--- src/rtl/io_wr_arbiter_if.sv ---
// io_wr_arbiter_if: one store-request channel (valid/ready plus payload) into the
// peripheral write arbiter. Requesters use the master modport, the arbiter the slave.
`default_nettype none

interface io_wr_arbiter_if;
  logic        valid;
  logic        ready;
  logic [31:0] addr;
  logic [31:0] data;
  logic [2:0]  funct3;

  modport master (output valid, output addr, output data, output funct3, input ready);
  modport slave  (input valid, input addr, input data, input funct3, output ready);
endinterface

`default_nettype wire

--- src/rtl/io_wr_arbiter.sv ---
// io_wr_arbiter: two-requester arbiter feeding a registered write pulse to the output
// peripherals. Optional address checker: define IO_ARB_ADDR_CHECK_EN.
`default_nettype none

module io_wr_arbiter #(
  parameter int M0_PRIO      = 0,
  parameter int STARVE_LIMIT = 4
) (
  input  logic            i_clk,
  input  logic            i_reset,
  io_wr_arbiter_if.slave  m0,
  io_wr_arbiter_if.slave  m1,
  output logic            o_io_wren,
  output logic [31:0]     o_io_addr,
  output logic [31:0]     o_io_st_data,
  output logic [2:0]      o_io_funct3,
  output logic            o_grant_id,
  output logic            o_err,
  output logic            o_err_id,
  output logic [7:0]      o_err_cnt
);

  localparam logic [7:0] STARVE_MAX = 8'(STARVE_LIMIT);

  logic        w_m0_rdy;
  logic        w_m1_rdy;
  logic        w_xfer;
  logic        w_sel;
  logic        w_fwd;
  logic [31:0] w_addr;
  logic [31:0] w_data;
  logic [2:0]  w_f3;
  logic        r_last_grant;
  logic [7:0]  r_starve_cnt;

  // A lone valid always wins; contention is resolved by policy.
  always_comb begin
    w_m0_rdy = m0.valid;
    w_m1_rdy = m1.valid;
    if (m0.valid && m1.valid) begin
      if (M0_PRIO != 0) begin
        w_m1_rdy = (r_starve_cnt == STARVE_MAX);
      end else begin
        w_m1_rdy = ~r_last_grant;
      end
      w_m0_rdy = ~w_m1_rdy;
    end
  end

  assign m0.ready = w_m0_rdy;
  assign m1.ready = w_m1_rdy;
  assign w_xfer   = w_m0_rdy | w_m1_rdy;
  assign w_sel    = w_m1_rdy;
  assign w_addr   = w_sel ? m1.addr   : m0.addr;
  assign w_data   = w_sel ? m1.data   : m0.data;
  assign w_f3     = w_sel ? m1.funct3 : m0.funct3;

  always_ff @(posedge i_clk or negedge i_reset) begin
    if (!i_reset) begin
      r_last_grant <= 1'b1;
      r_starve_cnt <= 8'd0;
    end else begin
      if (w_xfer) begin
        r_last_grant <= w_sel;
      end
      if ((M0_PRIO == 0) || !m1.valid || w_m1_rdy) begin
        r_starve_cnt <= 8'd0;
      end else if (r_starve_cnt != STARVE_MAX) begin
        r_starve_cnt <= r_starve_cnt + 8'd1;
      end
    end
  end

`ifdef IO_ARB_ADDR_CHECK_EN
  logic       w_bad;
  logic       r_err;
  logic       r_err_id;
  logic [7:0] r_err_cnt;

  // Peripheral window is 0x1000_0000..0x1000_4FFF, byte/half/word stores only.
  assign w_bad = (w_addr[31:16] != 16'h1000) || (w_addr[15:12] > 4'd4) || (w_f3 > 3'd2);
  assign w_fwd = w_xfer & ~w_bad;

  always_ff @(posedge i_clk or negedge i_reset) begin
    if (!i_reset) begin
      r_err     <= 1'b0;
      r_err_id  <= 1'b0;
      r_err_cnt <= 8'd0;
    end else begin
      r_err <= w_xfer & w_bad;
      if (w_xfer && w_bad) begin
        r_err_id <= w_sel;
        if (r_err_cnt != 8'hFF) begin
          r_err_cnt <= r_err_cnt + 8'd1;
        end
      end
    end
  end

  assign o_err     = r_err;
  assign o_err_id  = r_err_id;
  assign o_err_cnt = r_err_cnt;
`else
  assign w_fwd     = w_xfer;
  assign o_err     = 1'b0;
  assign o_err_id  = 1'b0;
  assign o_err_cnt = 8'd0;
`endif

  // Output registers only move on a forwarded store, so drops leave them intact.
  always_ff @(posedge i_clk or negedge i_reset) begin
    if (!i_reset) begin
      o_io_wren    <= 1'b0;
      o_io_addr    <= 32'd0;
      o_io_st_data <= 32'd0;
      o_io_funct3  <= 3'd0;
      o_grant_id   <= 1'b0;
    end else begin
      o_io_wren <= w_fwd;
      if (w_fwd) begin
        o_io_addr    <= w_addr;
        o_io_st_data <= w_data;
        o_io_funct3  <= w_f3;
        o_grant_id   <= w_sel;
      end
    end
  end

endmodule

`default_nettype wire

--- src/flat_wrapper.sv ---
// flat-port wrapper written by rule: the top's interface ports become plain ports
module io_wr_arbiter_flat 
#(
  parameter int M0_PRIO      = 0,
  parameter int STARVE_LIMIT = 4
)
  (i_clk, i_reset, o_io_wren, o_io_addr, o_io_st_data, o_io_funct3, o_grant_id, o_err, o_err_id, o_err_cnt, m0_valid, m0_addr, m0_data, m0_funct3, m0_ready, m1_valid, m1_addr, m1_data, m1_funct3, m1_ready);
  io_wr_arbiter_if m0_i ();
  io_wr_arbiter_if m1_i ();
  input  logic i_clk;
  input  logic i_reset;
  output logic o_io_wren;
  output logic [31:0] o_io_addr;
  output logic [31:0] o_io_st_data;
  output logic [2:0] o_io_funct3;
  output logic o_grant_id;
  output logic o_err;
  output logic o_err_id;
  output logic [7:0] o_err_cnt;
  input wire logic [$bits(m0_i.valid)-1:0] m0_valid;
  input wire logic [$bits(m0_i.addr)-1:0] m0_addr;
  input wire logic [$bits(m0_i.data)-1:0] m0_data;
  input wire logic [$bits(m0_i.funct3)-1:0] m0_funct3;
  output wire logic [$bits(m0_i.ready)-1:0] m0_ready;
  input wire logic [$bits(m1_i.valid)-1:0] m1_valid;
  input wire logic [$bits(m1_i.addr)-1:0] m1_addr;
  input wire logic [$bits(m1_i.data)-1:0] m1_data;
  input wire logic [$bits(m1_i.funct3)-1:0] m1_funct3;
  output wire logic [$bits(m1_i.ready)-1:0] m1_ready;
  assign m0_i.valid = m0_valid;
  assign m0_i.addr = m0_addr;
  assign m0_i.data = m0_data;
  assign m0_i.funct3 = m0_funct3;
  assign m0_ready = m0_i.ready;
  assign m1_i.valid = m1_valid;
  assign m1_i.addr = m1_addr;
  assign m1_i.data = m1_data;
  assign m1_i.funct3 = m1_funct3;
  assign m1_ready = m1_i.ready;
  io_wr_arbiter #(.M0_PRIO(M0_PRIO), .STARVE_LIMIT(STARVE_LIMIT)) u_core (.i_clk(i_clk), .i_reset(i_reset), .m0(m0_i), .m1(m1_i), .o_io_wren(o_io_wren), .o_io_addr(o_io_addr), .o_io_st_data(o_io_st_data), .o_io_funct3(o_io_funct3), .o_grant_id(o_grant_id), .o_err(o_err), .o_err_id(o_err_id), .o_err_cnt(o_err_cnt));
endmodule
--- config.mk ---
export PLATFORM = sky130hd
export DESIGN_NAME = io_wr_arbiter_flat
export DESIGN_NICKNAME = d
export VERILOG_FILES = /design/src/rtl/io_wr_arbiter_if.sv /design/src/rtl/io_wr_arbiter.sv /design/src/flat_wrapper.sv
export SDC_FILE = /design/constraint.sdc
export NUM_CORES = 1
export LEC_CHECK = 0
export BUFFER_PORTS_ARGS = -buffer_cell sky130_fd_sc_hd__buf_2
export CAP_MARGIN = 20
export CORE_MARGIN = 1
export CORE_UTILIZATION = 35
export CTS_CLUSTER_DIAMETER = 30
export CTS_CLUSTER_SIZE = 25
export DETAILED_ROUTE_END_ITERATION = 7
export GPL_TIMING_DRIVEN = 1
export PLACE_DENSITY = 0.66
export SYNTH_ARGS = -nofsm -noshare
export SYNTH_HDL_FRONTEND = slang
export SYNTH_SLANG_ARGS = --single-unit
--- constraint.sdc ---
create_clock -name i_clk -period 1.8 [get_ports i_clk]
set_clock_uncertainty 0.05 [all_clocks]
set_input_delay 0.18 -clock i_clk [delete_from_list [all_inputs] [get_ports i_clk]]
set_output_delay 0.18 -clock i_clk [all_outputs]
set_load 0.01 [all_outputs]
==> flow_metrics.tcl <==
set metrics [dict create \
    status "completed" \
    max_stage_delay_ns 0.57 \
    crit_type "flip-flop to output port" \
    wirelength_mm 11.2 \
    row_count 38 \
    path_cells "buf_8 > inv_1 > a21oi_1 > buf_2" \
    syn_avg_cell_area_um2 9.88 \
    instances_no_fill 729 \
    overflow 0 \
    setup-tns-final_ns 0 \
    yosys_warnings 0 \
    endpoint_kind "output port" \
    startpoint "u_core.r_last_grant" \
    synth_seq_area_share_pct 44.2 \
    synth_top_area_share_pct 43.6 \
    p_leak_nw 2.86 \
    vias 3895 \
    yosysMostFrequentCell "dfrtp_1" \
    crit_slowest_cell "dfstp_2" \
    grt_setup_unrepaired "no" \
    grt_pass1_vias 3683 \
    finalSetupViolCount 0 \
    dieArea_um2 11800 \
    ff2ff_path_depth 4 \
    drive_above_1_share_pct 39.7 \
    io_pins 219 \
    hp-class "primary input to flip-flop" \
    critical_path.max_fanout 34 \
    fin_crit_sh_pct 95.9 \
    tightest_slew_ns 0.540 \
    synth_seq_cells 70 \
    via_per_inst 5.34 \
    die_w_um 108 \
    synth_area_leaders "dfrtp_1, mux2i_1, a31oi_1" \
    slew_headroom_pct 64.0 \
    diodes 0 \
    tritoncts "yes" \
    io_buffer_count 208 \
    fp.dieH_um 108 \
    synth_top_area_cell "dfrtp_1" \
    synth.distinct_cells 19 \
    grt_pass1_wl_mm 17.5 \
    start_util_pct 36.2 \
    drc_errors 0 \
    clk_latency_ns 0.32 \
    crit_path_start_kind "flip-flop" \
    hold_violations 0 \
    hold_depth 3 \
    path_clk_slew_ns 0.05 \
    drv_slew 0 \
    crit_path_end "m0_ready" \
    hold_ws_ns 0.0438 \
    wl_per_cell_um 15.4 \
    grt_max_degree 73 \
    clkSinkCount 70 \
    post-place-cells 714 \
    ys_async_sr_fraction_pct 100 \
    synth_top_cells_by_count "dfrtp_1, a31oi_1, and3_1, mux2i_1, o21ai_1" \
    fin_crit_ns 1.73 \
    h-tree-depth 3 \
    required_ns 1.57 \
    hpwl_mm 7.93 \
    grt_usage_pct 19.1 \
    ctsLongestPathBuffers 2 \
    nets 724 \
    areaGrowthSynthToFinish_pct 34.7 \
    postCtsSetupRepairBufs 0 \
    drv_cap 0 \
    reg2reg_from "u_core.r_last_grant" \
    r2r-end "u_core.o_io_st_data[5]" \
    antenna_found_initial 0 \
    cts_root_buf "clkbuf_16" \
    synth_flop_cell "dfrtp_1" \
    dr.pass1.iters 4 \
    syn-cell-area_um2 3960 \
    cts_buffers 9 \
    ant_nets 0 \
    first_iter_violations 215 \
    vdd_ir_drop_max_mv 0.451 \
    ff2ff_setup_slack_ns 0.33 \
    synthCells 401 \
    crit_arrival_ns 1.50 \
    gp_congestion 0.747 \
    max_freq_ghz 0.580 \
    power.density_nw_per_um2 894 \
    synth_edf_count 0 \
    core_area_um2 10900 \
]
==> per-stage QoR <==
step | utilization [%] | area (um2) | power (mW) | setup WS [ns]
2_1_floorplan | - | 4000 | 2.63 | 0.475
3_3_place_gp | 46.1 | 5040 | 3.13 | 0.323
3_5_place_dp | 46.1 | 5040 | 3.17 | 0.273
4_1_cts | 48.8 | 5330 | 4.83 | 0.0107
5_1_grt | 48.8 | 5340 | 5.05 | 0.00207
6_report | 48.8 | 5340 | 4.78 | 0.0746
==> cells in the final DEF (no fill, tap or decap) <==
| cell type | n |
|---|---|
| or2_1 | 1 |
| clkbuf_8 | 3 |
| dfrtp_1 | 69 |
| and2_1 | 1 |
| and3_1 | 67 |
| nand2_4 | 1 |
| clkinv_2 | 1 |
| conb_1 | 10 |
| clkbuf_16 | 9 |
| inv_1 | 1 |
| clkbuf_1 | 1 |
| a21oi_1 | 1 |
| a21o_1 | 1 |
| o21ai_1 | 67 |
| mux2i_1 | 67 |
| buf_4 | 7 |
| buf_8 | 1 |
| buf_2 | 205 |
| o21a_1 | 1 |
| dfstp_2 | 1 |
| buf_12 | 5 |
| dlygate4sd3_1 | 1 |
| a31oi_1 | 67 |
| inv_2 | 1 |
==> cell type report <==
cell class / instances / area, um2
clock buffers: 13 / 270
inverters: 2 / 7.51
fillers: 1030 / 5600
multi-input cells: 284 / 1930
flip-flops and latches: 70 / 1750
repair buffers: 219 / 1200
well taps: 140 / 175
clock inverters: 1 / 5.00
==> worst max-delay path: cells and delay by family, from the launching register on <==
kind / cells / cell delay, ns
buffers and inverters: 3 / 0.43
DFF: 1 / 0.57
AOI/OAI and AO/OA: 1 / 0.17
==> report_power, final <==
part	switching (mW)	leakage [nW]	internal, mW
Clock	0.601	0.138	1.03
Combinational	0.672	1.90	0.560
Sequential	0.122	0.825	1.79
==> how the worst min path moves through the flow <==
stage,end,startpoint
after floorplan,u_core.o_grant_id,i_reset
after global routing,u_core.o_io_st_data[9],m1_data[9]
after CTS,u_core.o_io_st_data[9],m1_data[9]
after detailed placement,u_core.o_io_st_data[3],i_reset
final,u_core.o_io_addr[18],m1_addr[18]
after global placement,u_core.o_io_st_data[3],i_reset
==> layer usage <==
metal | global-route usage, % | up-vias | wire length (um)
li1 | - | 1861 | -
met1 | 23.2 | 1850 | 4750
met2 | 32.4 | 164 | 5550
met3 | 2.83 | 20 | 621
met4 | 10.6 | 0 | 278
met5 | 0 | - | 0
==> flip-flops by register name, summed over array words and instances (netlist names) <==
register and flops:
u_core.r_last_grant 1, u_core.o_io_funct3 3, u_core.o_io_wren 1, u_core.o_io_addr 32
u_core.o_grant_id 1, u_core.o_io_st_data 32
==> cell families (layout without fill, tap and decap cells) <==
| family | count (synthesis) | count (layout) | share of synthesized area [%] |
|---|---|---|---|
| flip-flops | 70 | 70 | 44.2 |
| buffers and inverters | 56 | 235 | 8.18 |
| multiplexers | 67 | 67 | 16.9 |
| AO/OA/AOI/OAI | 137 | 137 | 19.5 |
| other | 1 | 10 | 0.0946 |
| AND/OR/NAND/NOR | 70 | 70 | 11.0 |
==> timing repair <==
item,4_1_cts,5_1_grt
hold buffers,1,0
endpoints found under the setup margin,1,2
resized for setup,1,2
hold endpoints to repair,33,0
pin swaps,0,0
Note: power is estimated with default switching activity, not from simulation.
